`config.mk`:
```
export PLATFORM = sky130hd
export DESIGN_NAME = paicore_loopback_arb
export DESIGN_NICKNAME = d
export VERILOG_FILES = /design/src/rtl/paicore_loopback_arb.sv
export SDC_FILE = /design/constraint.sdc
export NUM_CORES = 1
export LEC_CHECK = 0
export ABC_AREA = 1
export BUFFER_PORTS_ARGS = -buffer_cell sky130_fd_sc_hd__buf_4
export CORE_AREA = 2 2 465 467
export DETAILED_ROUTE_END_ITERATION = 10
export DIE_AREA = 0 0 467 469
export GPL_ROUTABILITY_DRIVEN = 0
export GPL_TIMING_DRIVEN = 0
export PLACE_DENSITY_LB_ADDON = 0.08
export SLEW_MARGIN = 20
export SYNTH_ARGS = -nofsm -noshare
export SYNTH_HDL_FRONTEND = slang
export SYNTH_SLANG_ARGS = --single-unit
```
`constraint.sdc`:
```
create_clock -name aclk -period 6.11 [get_ports aclk]
set_input_delay 0.3055 -clock aclk [delete_from_list [all_inputs] [get_ports aclk]]
set_output_delay 0.3055 -clock aclk [all_outputs]
set_load 0.02 [all_outputs]
```
`src/rtl/paicore_loopback_arb.sv`:
```
// paicore_loopback_arb: round-robin accept across CHANNEL handshake inputs,
// looping each word back out on its own channel through an order-preserving FIFO.
module paicore_loopback_arb #(
  parameter int CHANNEL = 16,
  parameter int WORD_W  = 32,
  parameter int DEPTH   = 16
) (
  input  logic                        aclk,
  input  logic                        aresetn,
  input  logic                        enable,
  input  logic [31:0]                 frame_num_max,
  input  logic [CHANNEL-1:0]          in_req,
  input  logic [CHANNEL*WORD_W-1:0]   in_data,
  output logic [CHANNEL-1:0]          in_ack,
  output logic [CHANNEL-1:0]          out_req,
  output logic [CHANNEL*WORD_W-1:0]   out_data,
  input  logic [CHANNEL-1:0]          out_ack,
  output logic [$clog2(DEPTH):0]      level,
  output logic [31:0]                 in_cnt,
  output logic [31:0]                 out_cnt,
  output logic                        done
);
  localparam int AW = $clog2(DEPTH);
  localparam int CW = $clog2(CHANNEL);
  logic [CW+WORD_W-1:0] mem_q [DEPTH];
  logic [AW-1:0] wr_q, rd_q;
  logic [AW:0] level_q, level_d;
  logic [CW-1:0] rr_q, grant, head_ch;
  logic [CW:0] cand;
  logic [WORD_W-1:0] head_word;
  logic [31:0] in_cnt_q, out_cnt_q, out_cnt_d;
  logic found, push, pop, nonempty, en_q, clear, done_q;
  always_comb begin
    found = 1'b0;
    grant = '0;
    cand  = '0;
    for (int k = 0; k < CHANNEL; k++) begin
      cand = {1'b0, rr_q} + (CW+1)'(k);
      cand = (cand >= (CW+1)'(CHANNEL)) ? cand - (CW+1)'(CHANNEL) : cand;
      if (!found && in_req[cand[CW-1:0]]) begin
        found = 1'b1;
        grant = cand[CW-1:0];
      end
    end
  end
  // A full FIFO refuses the push even when the head pops in the same cycle.
  assign push      = aresetn & enable & found & (level_q != (AW+1)'(DEPTH));
  assign nonempty  = level_q != '0;
  assign {head_ch, head_word} = mem_q[rd_q];
  assign pop       = nonempty & out_ack[head_ch];
  assign clear     = enable & ~en_q;
  assign level_d   = level_q + (AW+1)'(push) - (AW+1)'(pop);
  assign out_cnt_d = (clear ? '0 : out_cnt_q) + 32'(pop);
  assign in_ack    = push ? CHANNEL'(1) << grant : '0;
  assign out_req   = nonempty ? CHANNEL'(1) << head_ch : '0;
  assign out_data  = nonempty ? (CHANNEL*WORD_W)'(head_word) << (head_ch * WORD_W) : '0;
  assign level     = level_q;
  assign in_cnt    = in_cnt_q;
  assign out_cnt   = out_cnt_q;
  assign done      = done_q;
  always_ff @(posedge aclk)
    if (push) mem_q[wr_q] <= {grant, in_data[grant*WORD_W +: WORD_W]};
  always_ff @(posedge aclk or negedge aresetn)
    if (!aresetn) begin
      en_q      <= 1'b0;
      level_q   <= '0;
      wr_q      <= '0;
      rd_q      <= '0;
      rr_q      <= '0;
      in_cnt_q  <= '0;
      out_cnt_q <= '0;
      done_q    <= 1'b0;
    end else begin
      en_q      <= enable;
      level_q   <= level_d;
      wr_q      <= wr_q + AW'(push);
      rd_q      <= rd_q + AW'(pop);
      rr_q      <= push ? ((grant == CW'(CHANNEL-1)) ? '0 : grant + 1'b1) : rr_q;
      in_cnt_q  <= (clear ? '0 : in_cnt_q) + 32'(push);
      out_cnt_q <= out_cnt_d;
      done_q    <= (done_q & ~clear) | ((frame_num_max != '0) & (out_cnt_d == frame_num_max));
    end
endmodule

```
# Yosys cells after proc, flatten, opt, wreduce, memory -nomap -nowiden
# Memories as Yosys holds them, arrays and structs flattened.
# Index checks and enable logic that the tools add are counted.
# word_totals
regBits,83
latchBits,0
ramBits,576
rom_bits,0
input_bits,579
output_inout_bits,614
elab_cells,219
memories,1
# op_classes
n_addsub,38
n_mul,0
n_div,0
magnitude_cmp,33
eq_ne,3
shifts,4
muxes,90
bitwise,10
n_reduce_logical,32
# memory_table
memory,depth,word_bits,read_ports,rd_clocked_by_memory_dff,write_ports,line_no,text
mem_q,16,36,1,0,1,25,logic [CW+WORD_W-1:0] mem_q [DEPTH];
# op_table
op,count
$mux 512,1
$shiftx 512x10->32,1
$shl 32x9->512,1
$mux 4,33
$lt 4x5->1 const B,17
$ge 5x5->1 const B,15
$bmux 1 s4,17
$add 32x1->32,2
$mux 32,2
$sub 4x1->4 const B,16
$add 4x4->5 const B,8
$mux 1,35
$eq 32x32->1,1
$mux 16,2
$reduce_bool 32->1,1
$shl 1x4->16 const A,2
$add 4x3->5 const B,4
$logic_and 1x1->1,15
$logic_not 1->1,15
$add 4x2->5 const B,2
$add 4x1->4,2
$and 1x1->1,7
$add 4x1->5 const B,1
$add 5x1->5,1
other kinds (8),9

# Depth between registers and ports, before layout
# Gate-level depths: netlist of the first run.
# logic_depth
word_depth,54
ltp_mapped,39
mapped_depth_nobuf,37

# Worst setup path before layout of the first run
# OpenSTA, ideal clock, no wires.
# synth_path
path_type,register -> register
startpoint,register rr_q[1]
endpoint,"register in_cnt_q[30], in the netlist in_cnt[30]"
setup_ns,0.122
arrival_time_ns,5.033
required_time_ns,5.988
path_slack_ns,0.955
stages_incl_launch_ff,34
path_buffers,3
synth_period_minus_slack_ns,5.155
cell_sequence,dfrtp_1 inv_1 buf_2 ha_1 inv_1 buf_2 nand3_1 nand3_1 nand2_1 inv_1 o21ai_1 inv_1 nand4_1 nor2_2 nand4_2 nor2_4 nand4_1 nand2_1 inv_1 clkbuf_1 ha_1 ha_1 inv_1 nor3_1 inv_1 nor3_1 nand3_1 nor4_1 nand2_1 nor4_1 nand4_1 nor3_1 nand2_1 xor2_1
# synth_between
elab_chain_len,53
elab_cells_between_ends,144
classes_between,add/sub (32); order compare (16); mux (64); bitwise (2); reduce/logical (30)
# synth_lines
item,line_no,text
start: declaration,28,"logic [CW-1:0] rr_q, grant, head_ch;"
start signal: assignment,78,rr_q <= push ? ((grant == CW'(CHANNEL-1)) ? '0 : grant + 1'b1) : rr_q;
branches (longest 49 deep; another with $add 4x1->5),-,
$mux 1 (*),40,if (!found && in_req[cand[CW-1:0]]) begin
$and 1x1->1 (*) (2 in a row),47,assign push = aresetn & enable & found & (level_q != (AW+1)'(DEPTH));
net push,32,"logic found, push, pop, nonempty, en_q, clear, done_q;"
$add 32x1->32 (*),79,in_cnt_q <= (clear ? '0 : in_cnt_q) + 32'(push);
end signal: assignment,79,
end: declaration,31,"logic [31:0] in_cnt_q, out_cnt_q, out_cnt_d;"
# Mark *: on every way through the listed nets, which the timed path passes. The select of a mux whose other input is x is not followed.
# A chain may end at the register's enable or synchronous reset.

# Worst setup path after layout of the first run
# layout_path
startpoint,register rd_q[2]
endpoint,"register done_q, in the netlist done"
# layout_between
elab_chain_len,8
# layout_lines
item,line_no,text
start: declaration,26,"logic [AW-1:0] wr_q, rd_q;"
start signal: assignment,77,rd_q <= rd_q + AW'(pop);
$mem_v2 16x36,-,
$bmux 1 s4,50,assign pop = nonempty & out_ack[head_ch];
$mux 1 (implied by the code),50,
$and 1x1->1,50,
$add 32x1->32,53,assign out_cnt_d = (clear ? '0 : out_cnt_q) + 32'(pop);
$eq 32x32->1,81,done_q <= (done_q & ~clear) | ((frame_num_max != '0) & (out_cnt_d == frame_num_max));
$and 1x1->1,81,
$or 1x1->1,81,
end signal: assignment,81,
end: declaration,32,
# No other way between the ends. The select of a mux whose other input is x is not followed.

==> qor.yml, run 1 <==
route:
  drtIter0Drc: 3019
  via_per_inst: 4.52
  routed_wl_mm: 257
  drt_first_pass_iters: 6
  wl_per_cell_um: 29.4
  antenna_left: 0
  num_vias: 39500
  drcViolationCount: 0
yosys:
  synthFlopType: "edfxtp_1"
  synth_edf_count: 576
  synth_seq_cells: 659
  synth_nets: 5072
  synth_warnings: 0
  ys_types: 42
  synth_area_mm2: 0.0369
  async_reset_ff_frac: 0.126
  synth_area_per_cell_um2: 8.26
  synth_cells: 4465
  seq_area_frac_synth: 0.525
cts:
  cts_made_buffers: 82
  path_clk_slew_ns: 0.06
  cts_tree: "done"
  insertion_delay_ns: 0.69
  cts_root_buf: "clkbuf_16"
  clockBufferDepth: 3
  cts.sinks: 659
  htreeDepth: 3
critical_path:
  arrival_ns: 6.52
  cp_slowest_stage_delay_ns: 0.52
  worstPathRequired_ns: 6.72
  critPathBufInv: 5
  path_class: "flop to flop"
  slowest_stage: "dfrtp_1"
  cp-start-kind: "flop"
  critPathMaxFanout: 8
  crit_top_cell: "nand2_1"
  cp_top_family: "simple AND/OR/NAND/NOR gates"
  critPathCaptureType: "flop"
min_path:
  hp-class: "primary input to flop"
final_layout:
  final_core_util: 0.251
  syn_to_final_growth_pct: 45.7
  final_common_cell: "buf_4"
  layout.nets: 6410
  final_cell_mix: "buf_4, nor2_1, nand2_1"
  drive_gt1_frac: 0.278
floorplan:
  start_util: 0.173
  core_mm2: 0.214
  die_y_um: 469
  pin_count: 1193
  die_w_um: 467
  rows: 170
  dieArea_mm2: 0.219
flow_run:
  drv_cap: 0
grt:
  grt_max_degree: 85
  antenna_found_initial: 33
  overflow: 0
  track_usage: 0.224
  grt_pass1_vias: 38800
  grt_pass1_wl_mm: 340
placement:
  dp_hpwl_mm: 206
  pre_cts_slack_ns: -1.73
  io_buffers: 1192
timing:
  clock.fmax_ghz: 0.169
  finalSetupTns_ns: 0
  worst_pin_slew_ns: 1.18
  hold_viol: 0
  layout_min_cycle_time_ns: 5.91
  fin_ws_ns: 0.195
  finalClockSkew_ns: 0.0460
  finalSetupViolCount: 0
  maxSlewViolCount: 0
  rsz0062_at_grt: "true"
  maxSlewHeadroom: 0.217
  post-route-period-util: 0.968
outcome:
  outcome: "finished, final reports clean"
[flip-flops by register name, indices dropped and copies added (netlist names)]
signal,flops
mem_q,576
in_cnt,32
out_cnt,32
level,5
rd_q,4
rr_q,4
wr_q,4
done,1
en_q,1
[final timing paths]
path / start / endpoint / slack [ns] / cells past startpoint
min in group asynchronous: aresetn / out_cnt[25]$_DFF_PN0_ / 0.30 / 2
setup / recovery: rd_q[2]$_DFF_PN0_ / done$_DFF_PN0_ / 0.20 / 36
max in group asynchronous: aresetn / rr_q[1]$_DFFE_PN0P_ / 5.05 / 2
hold / removal: frame_num_max[19] / done$_DFF_PN0_ / 0.1 / 6
hold reg to reg: done$_DFF_PN0_ / done$_DFF_PN0_ / 0.50 / 2
setup reg to reg: rd_q[2]$_DFF_PN0_ / done$_DFF_PN0_ / 0.20 / 36
[cells by family (layout without fill, tap and decap cells)]
group,Yosys count,in the layout,synth area share
AOI/OAI and AO/OA,432,432,0.0692
DFF,659,659,0.525
adders and majority gates,28,28,0.00970
and+or+nand+nor,2664,2664,0.308
other,0,17,0
xor gates and xnor gates,102,102,0.0244
buffers and inverters,580,1987,0.0639
[what timing repair did]
item,CTS,global route
pin swaps,8,21
cloned,0,1
endpoints found under the setup margin,1470,430
hold endpoints to repair,85,0
resized for setup,92,73
buffers inserted,8,12
hold buffers,8,0
[synthesized netlist by cell type, types with 6 or more instances]
master	number	area share
nor2_2	6	0.0010
nand4_1	54	0.0092
nor2_1	867	0.088
a21oi_1	75	0.010
nor3_1	17	0.0023
buf_2	105	0.014
nor4_1	23	0.0039
inv_2	9	0.00092
xor2_1	73	0.017
o221ai_1	40	0.0095
o22ai_1	46	0.0078
buf_4	9	0.0018
nand2_1	863	0.088
o21ai_0	213	0.029
dfrtp_1	83	0.056
inv_1	230	0.023
clkbuf_1	208	0.021
buf_1	11	0.0011
xnor2_1	28	0.0066
nand3_1	818	0.11
clkinv_1	6	0.00061
a221oi_1	36	0.0085
ha_1	27	0.0092
o21a_1	6	0.0012
o211ai_1	7	0.0014
edfxtp_1	576	0.47
[stage by stage]
stage / cell area, um^2 / std cells / hold slack [ns]
global route: 53700 / 8720 / 0.0955
CTS: 53300 / 8699 / 0.0365
floorplan: 36900 / 4465 / 0.00991
finish: 53700 / 8727 / 0.0980
global placement: 49400 / 8495 / 0.444
detailed placement: 50300 / 8531 / 0.455
[worst min-delay path: stages]
cell and delay, ns:
buf_4 0.09, xor2_1 0.05, nand3_1 0.08, nor4_1 0.05
nand4_1 0.09, nand2_1 0.05
[routing by layer]
layer	global-route usage	share of wire
met2	0.383	0.48
met4	0.0680	0.031
met3	0.0377	0.060
met1	0.288	0.43
met5	0	0.00071
[cell type report]
| cell class | instances | area (um^2) |
|---|---|---|
| repair buffers | 1257 | 10000 |
| flip-flops and latches | 659 | 19400 |
| clock inverters | 41 | 359 |
| diodes | 17 | 42.5 |
| multi-input cells | 3226 | 15700 |
| clock buffers | 112 | 2230 |
| well taps | 2838 | 3550 |
| plain buffers | 332 | 1580 |
| inverters | 245 | 936 |
| fillers | 23800 | 160000 |
Power of run 1 is left out: the tool's default activity adds up to more than one toggle a clock period on the data nets, which glitch-free logic cannot reach.
==> run 2, diff against run 1 <==
==> constraint.sdc (replaced) <==
create_clock -name aclk -period 6.11 [get_ports aclk]
set_input_delay 0.3055 -clock aclk [delete_from_list [all_inputs] [get_ports aclk]]
set_output_delay 0.3055 -clock aclk [all_outputs]
set_load 0.005 [all_outputs]
==> run 2 against run 1 <==
  * Count of clock-buffer cells in the layout is the same
  * Worst hold slack better by 0.014 ns
  * Cell area about the same
  * Register-to-register slack gained 0.04 ns
  * Core utilization about the same
  * Non-clock buffer count did not move
  * Sequential share of layout area barely moved
  * Largest cell class unchanged
==> qor.yml, run 2 (synthesis results as in run 1) <==
cts:
  insertion_delay_ns: 0.69  # about the same
  cts.sinks: 659  # unchanged
  path_clk_slew_ns: 0.06  # about the same
  cts_tree: "done"  # unchanged
  clockBufferDepth: 3  # unchanged
  htreeDepth: 3  # unchanged
  cts_root_buf: "clkbuf_16"  # unchanged
  cts_made_buffers: 82  # unchanged
timing:
  fin_ws_ns: 0.238  # was 0.195 ns
  finalClockSkew_ns: 0.0463  # was 0.0460 ns
  maxSlewViolCount: 0  # unchanged
  post-route-period-util: 0.961  # was 0.968
  hold_ws_ns: 0.112  # was 0.0980 ns
  layout_min_cycle_time_ns: 5.87  # was 5.91 ns
  maxSlewHeadroom: 0.226  # was 0.217
  hold_viol: 0  # unchanged
  worst_pin_slew_ns: 1.16  # was 1.18 ns
  finalSetupViolCount: 0  # unchanged
  rsz0062_at_grt: "true"  # unchanged
  clock.fmax_ghz: 0.170  # was 0.169 GHz
flow_run:
  drv_cap: 0  # unchanged
grt:
  track_usage: 0.224  # about the same
  grt_max_degree: 85  # unchanged
  antenna_found_initial: 33  # unchanged
  overflow: 0  # unchanged
  grt_pass1_vias: 38800  # about the same
  grt_pass1_wl_mm: 340  # about the same
critical_path:
  critPathCaptureType: "flop"  # unchanged
  arrival_ns: 6.48  # was 6.52 ns
  critPathMaxFanout: 8  # unchanged
  worstPathRequired_ns: 6.72  # about the same
  crit_top_cell: "nand2_1"  # unchanged
  critPathBufInv: 5  # unchanged
  cp_slowest_stage_delay_ns: 0.52  # about the same
  path_class: "flop to flop"  # unchanged
  slowest_stage: "dfrtp_1"  # unchanged
  cp-start-kind: "flop"  # unchanged
  cp_top_family: "simple AND/OR/NAND/NOR gates"  # unchanged
floorplan:
  die_w_um: 467  # unchanged
  die_y_um: 469  # unchanged
  rows: 170  # unchanged
  core_mm2: 0.214  # unchanged
  start_util: 0.173  # unchanged
  dieArea_mm2: 0.219  # unchanged
  pin_count: 1193  # unchanged
placement:
  dp_hpwl_mm: 206  # unchanged
  pre_cts_slack_ns: -1.73  # unchanged
  place_area_mm2: 0.0503  # unchanged
  io_buffers: 1192  # unchanged
route:
  wl_per_cell_um: 29.4  # about the same
  routed_wl_mm: 257  # about the same
  via_per_inst: 4.51  # was 4.52
  drt_first_pass_iters: 5  # was 6
  antenna_left: 0  # unchanged
  num_vias: 39400  # was 39.5k
  drtIter0Drc: 3095  # was 3019
  drcViolationCount: 0  # unchanged
final_layout:
  final_cell_mix: "buf_4, nor2_1, nand2_1"  # unchanged
  layout.nets: 6410  # unchanged
  largest_register_ffs: 576  # unchanged
  final_common_cell: "buf_4"  # unchanged
  drive_gt1_frac: 0.277  # was 0.278
  design_area_mm2: 0.0537  # about the same
  max_flop_register: "mem_q"  # unchanged
  syn_to_final_growth_pct: 45.7  # about the same
outcome:
  outcome: "finished, final reports clean"  # unchanged
min_path:
  hp-class: "primary input to flop"  # unchanged
run 2: area by class of cell:
| class | instances | area (um^2) |
|---|---|---|
| Clock buffer | 112 | 2230 |
| Tap cell | 2838 | 3550 |
| Buffer | 332 | 1570 |
| Fill cell | 23800 | 160000 |
| Inverter | 245 | 936 |
| Multi-Input combinational cell | 3226 | 15700 |
| Sequential cell | 659 | 19400 |
| Timing Repair Buffer | 1257 | 10000 |
| Antenna cell | 19 | 47.5 |
| Clock inverter | 41 | 359 |
run 2: worst register-to-register path: cells and delay by family, from the launching register on:
kind	cells	cell delay, ns
simple gates	22	2.79
compound gates	6	1.02
buf+inv	5	0.94
flops	1	0.52
fa+ha+maj	2	0.45
xor+xnor	1	0.08
run 2: stage by stage:
step | setup TNS [ns] | cells | utilization
2_1_floorplan | 0 | 4465 | -
3_3_place_gp | -2453.18 | 8495 | 0.231
3_5_place_dp | -323.41 | 8531 | 0.235
4_1_cts | 0 | 8700 | 0.250
5_1_grt | -0.235 | 8720 | 0.251
6_report | 0 | 8729 | 0.251
run 2: repair_timing:
action | 4_1_cts | 5_1_grt
hold endpoints to repair | 85 | 0
setup endpoints to repair | 1455 | 481
setup buffers | 9 | 11
gates resized for setup | 89 | 70
cloned | 0 | 1
hold buffers | 8 | 0
pin swaps | 8 | 23
run 2: path summary, 6_finish.rpt:
path / startpoint / endpoint / slack [ns] / cells past startpoint
hold / removal: frame_num_max[19] / done$_DFF_PN0_ / 0.11 / 6
setup reg to reg: rd_q[2]$_DFF_PN0_ / done$_DFF_PN0_ / 0.24 / 36
setup / recovery: rd_q[2]$_DFF_PN0_ / done$_DFF_PN0_ / 0.24 / 36
max in group asynchronous: aresetn / rr_q[1]$_DFFE_PN0P_ / 5.06 / 2
min in group asynchronous: aresetn / out_cnt[25]$_DFF_PN0_ / 0.30 / 2
hold reg to reg: done$_DFF_PN0_ / done$_DFF_PN0_ / 0.51 / 2
run 2: metal layers:
layer | vias up | global-route usage | part of all wire
met5 | - | 0 | 0.00061
met4 | 22 | 0.0680 | 0.031
met3 | 247 | 0.0377 | 0.060
met2 | 1543 | 0.383 | 0.48
met1 | 19600 | 0.288 | 0.43
li1 | 17900 | - | -
Power of run 2 is left out for the same reason.
